$ cat config.mk
export PLATFORM = sky130hd
export DESIGN_NAME = i2c_rx_deserializer
export DESIGN_NICKNAME = d
export VERILOG_FILES = /design/src/rtl/i2c_rx_deserializer.sv
export SDC_FILE = /design/constraint.sdc
export NUM_CORES = 1
export LEC_CHECK = 0
export ABC_AREA = 1
export CAP_MARGIN = 20
export CORE_ASPECT_RATIO = 1.25
export CORE_UTILIZATION = 60
export CTS_CLUSTER_DIAMETER = 30
export DETAILED_ROUTE_END_ITERATION = 6
export PLACE_DENSITY = 0.77
export SYNTH_ARGS = -nofsm -noshare
export SYNTH_HDL_FRONTEND = slang
export SYNTH_SLANG_ARGS = --single-unit
export TNS_END_PERCENT = 50
$ cat constraint.sdc
create_clock -name core_clk -period 2.3 [get_ports core_clk]
set_input_delay 0.23 -clock core_clk [delete_from_list [all_inputs] [get_ports core_clk]]
set_output_delay 0.23 -clock core_clk [all_outputs]
set_load 0.05 [all_outputs]
$ cat src/rtl/i2c_rx_deserializer.sv
// I2C read-path deserializer: samples SDA on SCL rises, builds MSB-first bytes, commits them to a show-ahead RX FIFO.
// Byte visible 1 cycle after commit; a commit into a full FIFO is dropped (sticky rx_overflow); optional I2C_RX_GLITCH_FILTER_EN.
module i2c_rx_deserializer #(
    parameter int DEPTH      = 16,
    parameter int FILTER_LEN = 3
) (
    input  logic                     core_clk,
    input  logic                     rst_n,
    input  logic                     scl_in,
    input  logic                     sda_in,
    input  logic                     converter_enable,
    input  logic                     fifo_rx_enable,
    input  logic                     rd_en,
    input  logic                     ovf_clr,
    output logic [7:0]               rx_data,
    output logic                     rx_empty,
    output logic                     rx_full,
    output logic [$clog2(DEPTH):0]   rx_count,
    output logic                     rx_overflow,
    output logic                     byte_ready,
    output logic                     frame_abort
);
    localparam int AW = $clog2(DEPTH);

    typedef enum logic [1:0] {IDLE, SHIFT, HOLD} state_t;

    if ((DEPTH < 2) || ((DEPTH & (DEPTH - 1)) != 0)) begin : g_bad_depth
        $error("DEPTH must be a power of two and at least 2");
    end
    if (FILTER_LEN < 1) begin : g_bad_filter
        $error("FILTER_LEN must be at least 1");
    end

    logic [1:0]  scl_sync_q, sda_sync_q;
    logic        scl_s, sda_s, scl_d_q, fre_d_q;
    logic        scl_rise, commit, push, pop, set_ovf, abort_d;
    state_t      state_q, state_d;
    logic [7:0]  shift_q, shift_d;
    logic [3:0]  bit_cnt_q, bit_cnt_d;
    logic        frame_abort_q, ovf_q;
    logic [AW:0] wr_ptr_q, wr_ptr_d, rd_ptr_q, rd_ptr_d;
    logic [7:0]  mem_q [DEPTH];

    always_ff @(posedge core_clk) begin
        if (!rst_n) begin
            scl_sync_q <= 2'b11;
            sda_sync_q <= 2'b11;
        end else begin
            scl_sync_q <= {scl_sync_q[0], scl_in};
            sda_sync_q <= {sda_sync_q[0], sda_in};
        end
    end

`ifdef I2C_RX_GLITCH_FILTER_EN
    localparam int FW = $clog2(FILTER_LEN + 1);
    logic          scl_f_q, sda_f_q;
    logic [FW-1:0] scl_cnt_q, sda_cnt_q;

    // Output follows the synchronized line only after FILTER_LEN consecutive differing samples.
    always_ff @(posedge core_clk) begin
        if (!rst_n) begin
            scl_f_q   <= 1'b1;
            sda_f_q   <= 1'b1;
            scl_cnt_q <= '0;
            sda_cnt_q <= '0;
        end else begin
            if (scl_sync_q[1] == scl_f_q) begin
                scl_cnt_q <= '0;
            end else if (scl_cnt_q == FW'(FILTER_LEN - 1)) begin
                scl_f_q   <= scl_sync_q[1];
                scl_cnt_q <= '0;
            end else begin
                scl_cnt_q <= scl_cnt_q + 1'b1;
            end
            if (sda_sync_q[1] == sda_f_q) begin
                sda_cnt_q <= '0;
            end else if (sda_cnt_q == FW'(FILTER_LEN - 1)) begin
                sda_f_q   <= sda_sync_q[1];
                sda_cnt_q <= '0;
            end else begin
                sda_cnt_q <= sda_cnt_q + 1'b1;
            end
        end
    end

    assign scl_s = scl_f_q;
    assign sda_s = sda_f_q;
`else
    assign scl_s = scl_sync_q[1];
    assign sda_s = sda_sync_q[1];
`endif

    assign scl_rise = scl_s & ~scl_d_q;
    assign commit   = fifo_rx_enable & ~fre_d_q;

    assign rx_count = wr_ptr_q - rd_ptr_q;
    assign rx_empty = (wr_ptr_q == rd_ptr_q);
    assign rx_full  = (wr_ptr_q[AW] != rd_ptr_q[AW]) && (wr_ptr_q[AW-1:0] == rd_ptr_q[AW-1:0]);
    assign rx_data  = rx_empty ? 8'h00 : mem_q[rd_ptr_q[AW-1:0]];
    assign pop      = rd_en & ~rx_empty;

    always_comb begin
        state_d   = state_q;
        shift_d   = shift_q;
        bit_cnt_d = bit_cnt_q;
        abort_d   = 1'b0;
        push      = 1'b0;
        set_ovf   = 1'b0;
        case (state_q)
            IDLE: begin
                bit_cnt_d = 4'd0;
                if (converter_enable) state_d = SHIFT;
            end
            SHIFT: begin
                if (!converter_enable) begin
                    abort_d   = 1'b1;
                    shift_d   = 8'h00;
                    bit_cnt_d = 4'd0;
                    state_d   = IDLE;
                end else if (scl_rise) begin
                    shift_d   = {shift_q[6:0], sda_s};
                    bit_cnt_d = bit_cnt_q + 4'd1;
                    if (bit_cnt_q == 4'd7) state_d = HOLD;
                end
            end
            HOLD: begin
                // A pop in the same cycle frees the slot, so a full FIFO can still accept the byte.
                if (commit) begin
                    if (!rx_full || pop) push = 1'b1;
                    else                 set_ovf = 1'b1;
                    state_d = IDLE;
                end
            end
            default: state_d = IDLE;
        endcase
    end

    assign wr_ptr_d = push ? wr_ptr_q + 1'b1 : wr_ptr_q;
    assign rd_ptr_d = pop  ? rd_ptr_q + 1'b1 : rd_ptr_q;

    always_ff @(posedge core_clk) begin
        if (!rst_n) begin
            scl_d_q       <= 1'b1;
            fre_d_q       <= 1'b0;
            state_q       <= IDLE;
            shift_q       <= 8'h00;
            bit_cnt_q     <= 4'd0;
            frame_abort_q <= 1'b0;
            ovf_q         <= 1'b0;
            wr_ptr_q      <= '0;
            rd_ptr_q      <= '0;
        end else begin
            scl_d_q       <= scl_s;
            fre_d_q       <= fifo_rx_enable;
            state_q       <= state_d;
            shift_q       <= shift_d;
            bit_cnt_q     <= bit_cnt_d;
            frame_abort_q <= abort_d;
            wr_ptr_q      <= wr_ptr_d;
            rd_ptr_q      <= rd_ptr_d;
            if (set_ovf)      ovf_q <= 1'b1;
            else if (ovf_clr) ovf_q <= 1'b0;
        end
    end

    always_ff @(posedge core_clk) begin
        if (push) mem_q[wr_ptr_q[AW-1:0]] <= shift_q;
    end

    assign rx_overflow = ovf_q;
    assign byte_ready  = (state_q == HOLD);
    assign frame_abort = frame_abort_q;
endmodule

-- Word level (Yosys, flattened, before mapping)
Memories as Yosys holds them, arrays and structs flattened. A register that Yosys moved wholly into a read port is not among the register bits.
Cells that the tools add are included.
- memories kept: 1
- register bits: 32
- bits in latches: 0
- logic and storage cells: 68
- output and inout bits: 18
- bits of input ports: 8
- memory bits (read-only): 0
- bits in writable memories: 128
- memory list (name ; depth ; bits a word ; read ports ; clocked after memory_dff ; write ports ; line ; RTL):
    mem_q ; 16 ; 8 ; 1 ; 1 ; 1 ; 42 ; logic [7:0] mem_q [DEPTH];
- shift-type cells: 0
- divide/modulo/power cells: 0
- add/subtract/negate cells: 4
- reductions and logical operators: 10
- eq/ne operators: 11
- order comparisons: 0
- $mul: 0
- mux-type cells: 25
- bitwise gates (word level): 6
- operator list (kind ; count):
    $mux 8 ; 3
    $mux 4 ; 4
    $mux 1 ; 11
    $add 5x1->5 const B ; 2
    $mux 2 ; 5
    $pmux 4 s2 ; 1
    $ne 3x3->1 const B ; 2
    $pmux 2 s3 ; 1
    $reduce_and 2->1 ; 3
    $eq 5x5->1 ; 1
    $sub 5x5->5 ; 1
    $add 4x1->4 const B ; 1
    $eq 4x3->1 const B ; 1
    $eq 4x4->1 ; 1
    $ne 2x1->1 const B ; 2
    $reduce_and 4->1 ; 1
    $reduce_bool 2->1 ; 2
    $and 1x1->1 ; 3
    $not 1->1 ; 3
    $eq 2x1->1 const B ; 1
    $eq 2x2->1 const B ; 1
    $logic_not 2->1 ; 1
    $ne 2x2->1 const B ; 1
    $logic_and 1x1->1 ; 1
    3 further kinds ; 3

-- Depth between registers and ports, before layout
Gate-level depths: netlist (run 1).
- depth after elaboration: 9
- mapped depth: 10
- depth with buffers taken out: 10

-- Worst setup path before layout (run 1)
Ideal clock, no wire load.
- path kind: flip-flop to output port
- start: register wr_ptr_q[0]
- end: output port rx_data[0]
- buffers on the path: 0
- required time: 2.070 ns
- setup slack: -0.318 ns
- arrival: 2.388 ns
- cell stages (with the launch flop): 6
- cells stage by stage: dfxtp_1 inv_1 ha_1 nand4_1 nor2_1 a21oi_1
- word-level cells in the longest chain between the ends: 2
- ends and longest elaborated chain (element ; line ; RTL):
    start: declaration ; 41 ; logic [AW:0] wr_ptr_q, wr_ptr_d, rd_ptr_q, rd_ptr_d;
    start signal: assignment ; 159 ; wr_ptr_q <= wr_ptr_d;
    $eq 5x5->1 ; 97 ; assign rx_empty = (wr_ptr_q == rd_ptr_q);
    net rx_empty ; 16 ; output logic rx_empty,
    $mux 8 ; 99 ; assign rx_data = rx_empty ? 8'h00 : mem_q[rd_ptr_q[AW-1:0]];
    end: declaration ; 15 ; output logic [7:0] rx_data,
The timed path passes the listed nets, and every way through them passes these cells.

-- Final worst setup path (run 1)
- start: register rd_ptr_q[2]
- end: output port rx_data[5]
- word-level cells in the longest chain between the ends: 2
- ends and longest elaborated chain (element ; line ; RTL):
    start: declaration ; 41 ;
    start signal: assignment ; 160 ; rd_ptr_q <= rd_ptr_d;
    $eq 5x5->1 ; 97 ;
    $mux 8 ; 99 ;
No other way between the ends.

==> metrics.md, run 1 <==
| Metric | Value |
|---|---|
| Via count of the first global-routing pass | between 4,000 and 5,000 |
| HP Class | in -> reg |
| Worst EP required | between 2 and 2.5 ns |
| Crit end category | primary output |
| Area of the multi-input gates | 0.00214 sq mm |
| DRC violation count after routing | 2 |
| Post-synthesis average cell area | 10.5 sq um |
| Clock-pin slew of the registers on the worst-case setup and hold paths | ~0.06 ns |
| Main synth FF type | edfxtp_1 |
| Layout area overhead | 20.8% |
| Worst slew pin tran | between 0.8 and 0.9 ns |
| Share of post-route cells with drive strength above 1 | 18.2% |
| Deepest clock path buffer count | 2 |
| Max-slew violation count | 0 |
| Die Span X | roughly 98 um |
| Die footprint | around 0.012 sq mm |
| Shortest clock period the worst path allows after layout | 2.27 ns |
| Maximum fanout along the worst path | 8 |
| Yosys reg bits | 164 |
| Number of port buffers | 25 |
| Std cell rows | 43 |
| Largest clock skew in the final design | about 0.011 ns |
| 1st-pass router iterations | 7 |
| Proportion of netlist area held by the largest area contributor | a little under three fifths |
| Final standard cell area without fillers | about 0.0083 sq mm |
| Slowest cell on crit path | dfxtp_2 |
| Power density over the cells | 902 mW/mm^2 |
| Vias per inst | ~5.9 |
| Effective utilization at floorplan | around 62% |
| Global router's overall resource usage | roughly 28% |
| Final RePlAce weighted congestion | 0.828 |
| Post-route antenna net violation count | 0 |
| Cell count after synthesis | 655 |
| Dominant cell type by area after synthesis | edfxtp_1 |
| Worst setup SP type | flip-flop |
| Result of the run | finished, violations left |
| Clock sink count | between 150 and 200 |
| Power share of the clock group | 37.6% |
| Area taken by flip-flops and latches | around 0.0046 sq mm |
| Placement Setup Slack | -0.0135 ns |
| Average wire per cell in the routed design | between 15 and 20 um |
| Fraction of power consumed by sequential logic | ~43% |
| Mapped Area | roughly 0.0069 sq mm |
| Antenna violations before repair | 0 |
| Sequential fraction of the synthesis area | roughly 67% |
| Hold Worst Slack | 0.355 ns |
| Design Power | ~7.5 mW |
| Yosys warning total | 0 |
| Aggregate global routing overflow | 0 |
| Count of vias placed by the detailed router | between 4,000 and 5,000 |
| Delay of the slowest cell on the worst path | about 0.35 ns |
| FFs w/ async S/R, synth | 0% |
| Leak pwr | 3.15 nW |
| Cells taking the most area after synthesis | edfxtp_1 (56%), nand2_1 (11%), dfxtp_1 (11%) |
| Post-DP HPWL | between 9 and 10 mm |
| Post-synth EDFFs | between 100 and 150 |
| Total internal power | 5.39 mW |
| H-Tree Level Count | 4 |
| Relative contribution of combinational cells to total power | slightly below 20% |
| CTS Root Buffer Type | clkbuf_16 |
| Max cap viols | 0 |
| Final Hold Viols | 0 |
| Final routed wirelength across all metal layers | about 16 mm |
| VDD IR max | roughly 740 uV |
| Most common cell in the synthesized netlist | nand2_1 |
| Die Span Y | roughly 120 um |
| Clk Latency, worst-skew pair | 0.42 ns |
| Period utilization | 98.6% |
| Number of distinct library cells after synthesis | 29 |
| Failing checks | DRC |
| RSZ-0062 raised after global routing | true |
| Maximum number of pins on one net before global-route repair | 65 |
| IO Count | 26 |
| Switching fraction of total power | between 20 and 30% |
| Timing-limited maximum frequency | 441 MHz |
| Final #Nets | roughly 700 |
| Filler instances | between 700 and 800 |
| Synthesized net count | between 600 and 700 |
| Max-Slew Margin vs Limit | 41.1% |
| Core area | ~0.011 sq mm |
| WP data arrival | 2.04 ns |
| Number of endpoints failing setup at the final stage | 0 |
| Worst Path Class, Setup | reg -> out |
| Cells along the critical path | inv_1 -> ha_1 -> nand4_1 -> buf_4 -> nor2_4 -> buf_8 -> a21oi_2 -> buf_12 |
| P_sw | ~2.1 mW |
| CTS tree | yes |
| End-of-flow core utilization | roughly 74% |
| N_diodes | 0 |
| Global-route wire length before repair | between 20 and 25 mm |
| Worst-case setup margin in the final layout | 0.0332 ns |
| Number of buffers added by the clock tree synthesis step | 17 |
| Placement-stage cell area | 0.00750 sq mm |
| Most used standard cells in the synthesized netlist | nand2_1 (206), edfxtp_1 (128), nand3_1 (108) |
| Iteration-0 DRC Markers | around 500 |
-- flip-flops by register name (all words and copies together), names as in the netlist, 2 cells and up, named ones only --
register and cells:
state_q 2, shift_q 8, scl_sync_q 2, rd_ptr_q 5, bit_cnt_q 4, sda_sync_q 2
wr_ptr_q 5, mem_q 128
-- power by group through the flow --
stage                     registers, mW  clock network [mW]  logic (mW)
after floorplan                    3.26                   0       0.775
after global routing               3.21                2.94        1.54
after detailed placement           3.27                   0        1.30
final                              3.21                2.81        1.45
after global placement             3.26                   0        1.28
after CTS                          3.21                2.82        1.39
-- critical path, delay by kind of cell, from the launching register on --
family                   cells  cell delay (ns)
adder cells (fa/ha/maj)      1             0.29
flip-flops                   1             0.35
buffers and inverters        4             0.58
AO/OA/AOI/OAI                1             0.07
AND/OR/NAND/NOR              2             0.32
-- through the flow --
step	std cells	TNS [ns]
2_1_floorplan	655	0
3_3_place_gp	810	0
3_5_place_dp	810	-0.106
4_1_cts	847	0
5_1_grt	849	-1.38
6_report	849	0
-- logic make-up after synthesis --
logic type | synth area share, %
DFF | 66.5
and+or+nand+nor | 23.4
adders and majority gates | 2.12
AOI/OAI and AO/OA | 3.23
buffers and inverters | 3.48
xor gates and xnor gates | 1.26
-- placed cells by master (no fill, tap or decap), drive strengths merged, types with 2 or more instances in the layout --
| cell | count |
|---|---|
| buf | 41 |
| bufinv | 2 |
| clkdlybuf4s50 | 10 |
| ha | 10 |
| a21oi | 32 |
| xor2 | 5 |
| edfxtp | 128 |
| o21ai | 10 |
| xnor2 | 4 |
| nor3 | 3 |
| inv | 38 |
| clkinv | 4 |
| dfxtp | 36 |
| nand2 | 215 |
| or2 | 5 |
| nor2 | 36 |
| clkbuf | 18 |
| clkinvlp | 3 |
| nand3 | 108 |
-- timing repair --
| action | in CTS | in global routing |
|---|---|---|
| gates resized for setup | 17 | 17 |
| hold buffers | 0 | 0 |
| setup endpoints to repair | 18 | 120 |
| pin swaps | 3 | 3 |
| buffers inserted | 4 | 1 |
| gates cloned | 1 | 1 |
-- path summary, 6_finish.rpt --
path | from | endpoint | slack (ns) | cells after the start
worst min register to register | scl_sync_q[0]$_SDFF_PN1_ | scl_sync_q[1]$_SDFF_PN1_ | 0.42 | 1
worst max-delay path | rd_ptr_q[2]$_SDFFE_PN0N_ | rx_data[5] | 0.03 | 8
worst max register to register | rd_ptr_q[2]$_SDFFE_PN0N_ | mem_q[3][0]$_DFFE_PP_ | 0.08 | 9
worst min-delay path | fifo_rx_enable | fre_d_q$_SDFF_PN0_ | 0.36 | 3
-- per-layer routing --
layer  vias up  share of wire [%]  GRT usage [%]  wire [um]
li1       2323                  -              -          -
met1      2333                 36           31.5       5710
met2       276                 53           50.0       8300
met3        64                6.8           4.30       1070
met4         0                4.5           17.5        711
met5         -                  0              0          0
-- area by class of cell --
cell class | count | area share [%]
Inverter | 31 | 1.45
Clock buffer | 17 | 5.14
Multi-Input combinational cell | 432 | 25.9
Tap cell | 135 | 2.04
Clock inverter | 15 | 2.02
Timing Repair inverter | 1 | 0.0906
Sequential cell | 164 | 55.2
Timing Repair Buffer | 54 | 8.23
Power figures use the tool's default switching activity.
==> run 2, diff against run 1 <==
--- a/config.mk
+++ b/config.mk
@@ -8,10 +8,11 @@
 export ABC_AREA = 1
 export CAP_MARGIN = 20
 export CORE_ASPECT_RATIO = 1.25
-export CORE_UTILIZATION = 60
+export CORE_UTILIZATION = 30
 export CTS_CLUSTER_DIAMETER = 30
 export DETAILED_ROUTE_END_ITERATION = 6
-export PLACE_DENSITY = 0.77
+export PLACE_DENSITY = 0.43
+export SKIP_LAST_GASP = 1
 export SYNTH_ARGS = -nofsm -noshare
 export SYNTH_HDL_FRONTEND = slang
 export SYNTH_SLANG_ARGS = --single-unit
==> metrics.md, run 2 (same netlist as run 1, synthesis figures left out) <==
| Metric | Value |
|---|---|
| Clock sink count | 164 (unchanged) |
| Final routed wirelength across all metal layers | 17.4 mm (was 15.8 mm) |
| IO Count | 26 (unchanged) |
| Worst setup SP type | flip-flop (unchanged) |
| Std cell rows | 61 (was 43) |
| Core area | 0.0224 sq mm (was 0.0111 sq mm) |
| HP Class | in -> reg (unchanged) |
| Vias per inst | 4.64 (was 5.88) |
| Power share of the clock group | 37.5% (was 37.6%) |
| WP data arrival | 2.07 ns (was 2.04 ns) |
| N_diodes | 0 (unchanged) |
| Die footprint | 0.0235 sq mm (was 0.0119 sq mm) |
| Timing-limited maximum frequency | 435 MHz (was 441 MHz) |
| Final #Nets | 729 (was 720) |
| Power density over the cells | 869 mW/mm^2 (was 902 mW/mm^2) |
| CTS tree | yes (unchanged) |
| Iteration-0 DRC Markers | 371 (was 506) |
| Aggregate global routing overflow | 0 (unchanged) |
| 1st-pass router iterations | 5 (was 7) |
| Layout area overhead | 23.0% (was 20.8%) |
| Maximum fanout along the worst path | 9 (was 8) |
| Crit end category | primary output (unchanged) |
| Clock-pin slew of the registers on the worst-case setup and hold paths | 0.07 ns (was 0.06 ns) |
| Number of endpoints failing setup at the final stage | 0 (unchanged) |
| P_sw | 2.04 mW (was 2.08 mW) |
| Average wire per cell in the routed design | 17.2 um (was 18.6 um) |
| Final RePlAce weighted congestion | 0.818 (was 0.828) |
| Flip-flop count of the largest register after layout | 128 (unchanged) |
| Leak pwr | 3.18 nW (was 3.15 nW) |
| CTS Root Buffer Type | clkbuf_16 (unchanged) |
| Post-route antenna net violation count | 0 (unchanged) |
| Final Hold Viols | 0 (unchanged) |
| Worst EP required | 2.07 ns (about the same) |
| Via count of the first global-routing pass | 4,725 (was 4,906) |
| Switching fraction of total power | 27.8% (was 27.9%) |
| Count of vias placed by the detailed router | 4,665 (was 4,996) |
| Max-Slew Margin vs Limit | 53.1% (was 41.1%) |
| Most common cell after layout, fill and taps aside | nand2_1 (unchanged) |
| Number of buffers added by the clock tree synthesis step | 17 (unchanged) |
| Global-route wire length before repair | 26.7 mm (was 24.4 mm) |
| VDD IR max | 545 uV (was 744 uV) |
| Maximum number of pins on one net before global-route repair | 49 (was 65) |
| Final standard cell area without fillers | 0.00844 sq mm (was 0.00828 sq mm) |
| DRC violation count after routing | 0 (was 2) |
| Result of the run | finished clean (was finished, violations left) |
| Deepest clock path buffer count | 2 (unchanged) |
| Number of buffers inserted by post-CTS setup repair | 0 (was 4) |
| Fraction of power consumed by sequential logic | 43.6% (was 42.9%) |
| Period utilization | 99.9% (was 98.6%) |
| Largest clock skew in the final design | 0.0112 ns (was 0.0106 ns) |
| Relative contribution of combinational cells to total power | 18.8% (was 19.4%) |
| Max-slew violation count | 0 (unchanged) |
| Die Span X | 137 um (was 97.6 um) |
| Hold Worst Slack | 0.372 ns (was 0.355 ns) |
| Global router's overall resource usage | 15.8% (was 28.0%) |
| Leading cell types in the layout, fill and taps excluded | nand2_1 (206), edfxtp_1 (128), nand3_1 (108) (unchanged) |
| End-of-flow core utilization | 37.7% (was 74.4%) |
| Share of post-route cells with drive strength above 1 | 17.3% (was 18.2%) |
| Placement-stage cell area | 0.00779 sq mm (was 0.00750 sq mm) |
| Post-DP HPWL | 12.0 mm (was 9.64 mm) |
| Antenna violations before repair | 0 (unchanged) |
| Worst slew pin tran | 0.701 ns (was 0.883 ns) |
| H-Tree Level Count | 4 (unchanged) |
| Effective utilization at floorplan | 30.7% (was 61.6%) |
| Max cap viols | 0 (unchanged) |
| Die Span Y | 171 um (was 122 um) |
| Total internal power | 5.29 mW (was 5.39 mW) |
| Filler instances | 2,225 (was 715) |
| RSZ-0062 raised after global routing | true (unchanged) |
| Number of port buffers | 25 (unchanged) |
| Worst Path Class, Setup | reg -> out (unchanged) |
| Hold_buf cts | 0 (unchanged) |
| Clk Latency, worst-skew pair | 0.41 ns (was 0.42 ns) |
| Shortest clock period the worst path allows after layout | 2.30 ns (was 2.27 ns) |
-- run 2: cell count changes in the layout (fill, tap and decap cells not counted), sizes merged --
| cell | change |
|---|---|
| bufinv | -2 |
| clkinv | -1 |
| clkbuf | +4 |
| clkinvlp | -3 |
| bufbuf | -1 |
| buf | +12 |
-- run 2: cell type report --
class / count / area [sq um] / share of cell area [%]
Clock inverter: 10 / 82.6 / 0.979
Sequential cell: 164 / 4570 / 54.1
Inverter: 31 / 116 / 1.38
Timing Repair Buffer: 64 / 702 / 8.32
Tap cell: 283 / 354 / 4.20
Clock buffer: 22 / 507 / 6.01
Multi-Input combinational cell: 432 / 2110 / 25.0
-- run 2: path summary, 6_finish.rpt --
| path | from | slack, ns | to | depth (start not counted) |
|---|---|---|---|---|
| worst max-delay path | rd_ptr_q[1]$_SDFFE_PN0N_ | 0.003 | rx_data[2] | 8 |
| worst min-delay path | scl_in | 0.37 | scl_sync_q[0]$_SDFF_PN1_ | 2 |
| worst max register to register | rd_ptr_q[1]$_SDFFE_PN0N_ | 0.04 | mem_q[10][4]$_DFFE_PP_ | 9 |
| worst min register to register | scl_sync_q[0]$_SDFF_PN1_ | 0.42 | scl_sync_q[1]$_SDFF_PN1_ | 1 |
-- run 2: metal layers --
layer  GRT usage [%]  routed length [um]  vias up
li1                -                   -     2341
met1            18.3                7070     2233
met2            29.2                9510       80
met3            2.87                 592       11
met4            5.06                 178        0
met5               0                   0        -
-- run 2: through the flow --
step | power [mW] | TNS (ns) | setup slack, ns | cells
4_1_cts | 7.43 | -0.0310 | -0.0157 | 1006
3_3_place_gp | 4.63 | 0 | 0.0687 | 974
5_1_grt | 7.61 | -4.58 | -0.107 | 1006
2_1_floorplan | 4.04 | 0 | 0.0103 | 655
3_5_place_dp | 4.63 | -0.126 | -0.0159 | 974
6_report | 7.33 | 0 | 0.00273 | 1006
-- run 2: power by group through the flow --
stage,combinational (mW),sequential [mW],clock (mW)
floorplan,0.775,3.26,0
global placement,1.37,3.26,0
detailed placement,1.37,3.26,0
CTS,1.40,3.20,2.82
global route,1.48,3.20,2.93
finish,1.38,3.20,2.75
-- run 2: timing repair --
item | in CTS | in global routing
setup endpoints to repair | 10 | 123
hold endpoints to repair | 0 | 0
resized for setup | 12 | 6
pin swaps | 0 | 1
-- run 2: critical path, stage by stage (launching register included) --
cell and delay [ns]:
dfxtp_1 0.33, inv_1 0.06, ha_1 0.31, nand4_1 0.20, buf_4 0.20, nor2_2 0.11
buf_6 0.19, a21oi_1 0.09, buf_12 0.16
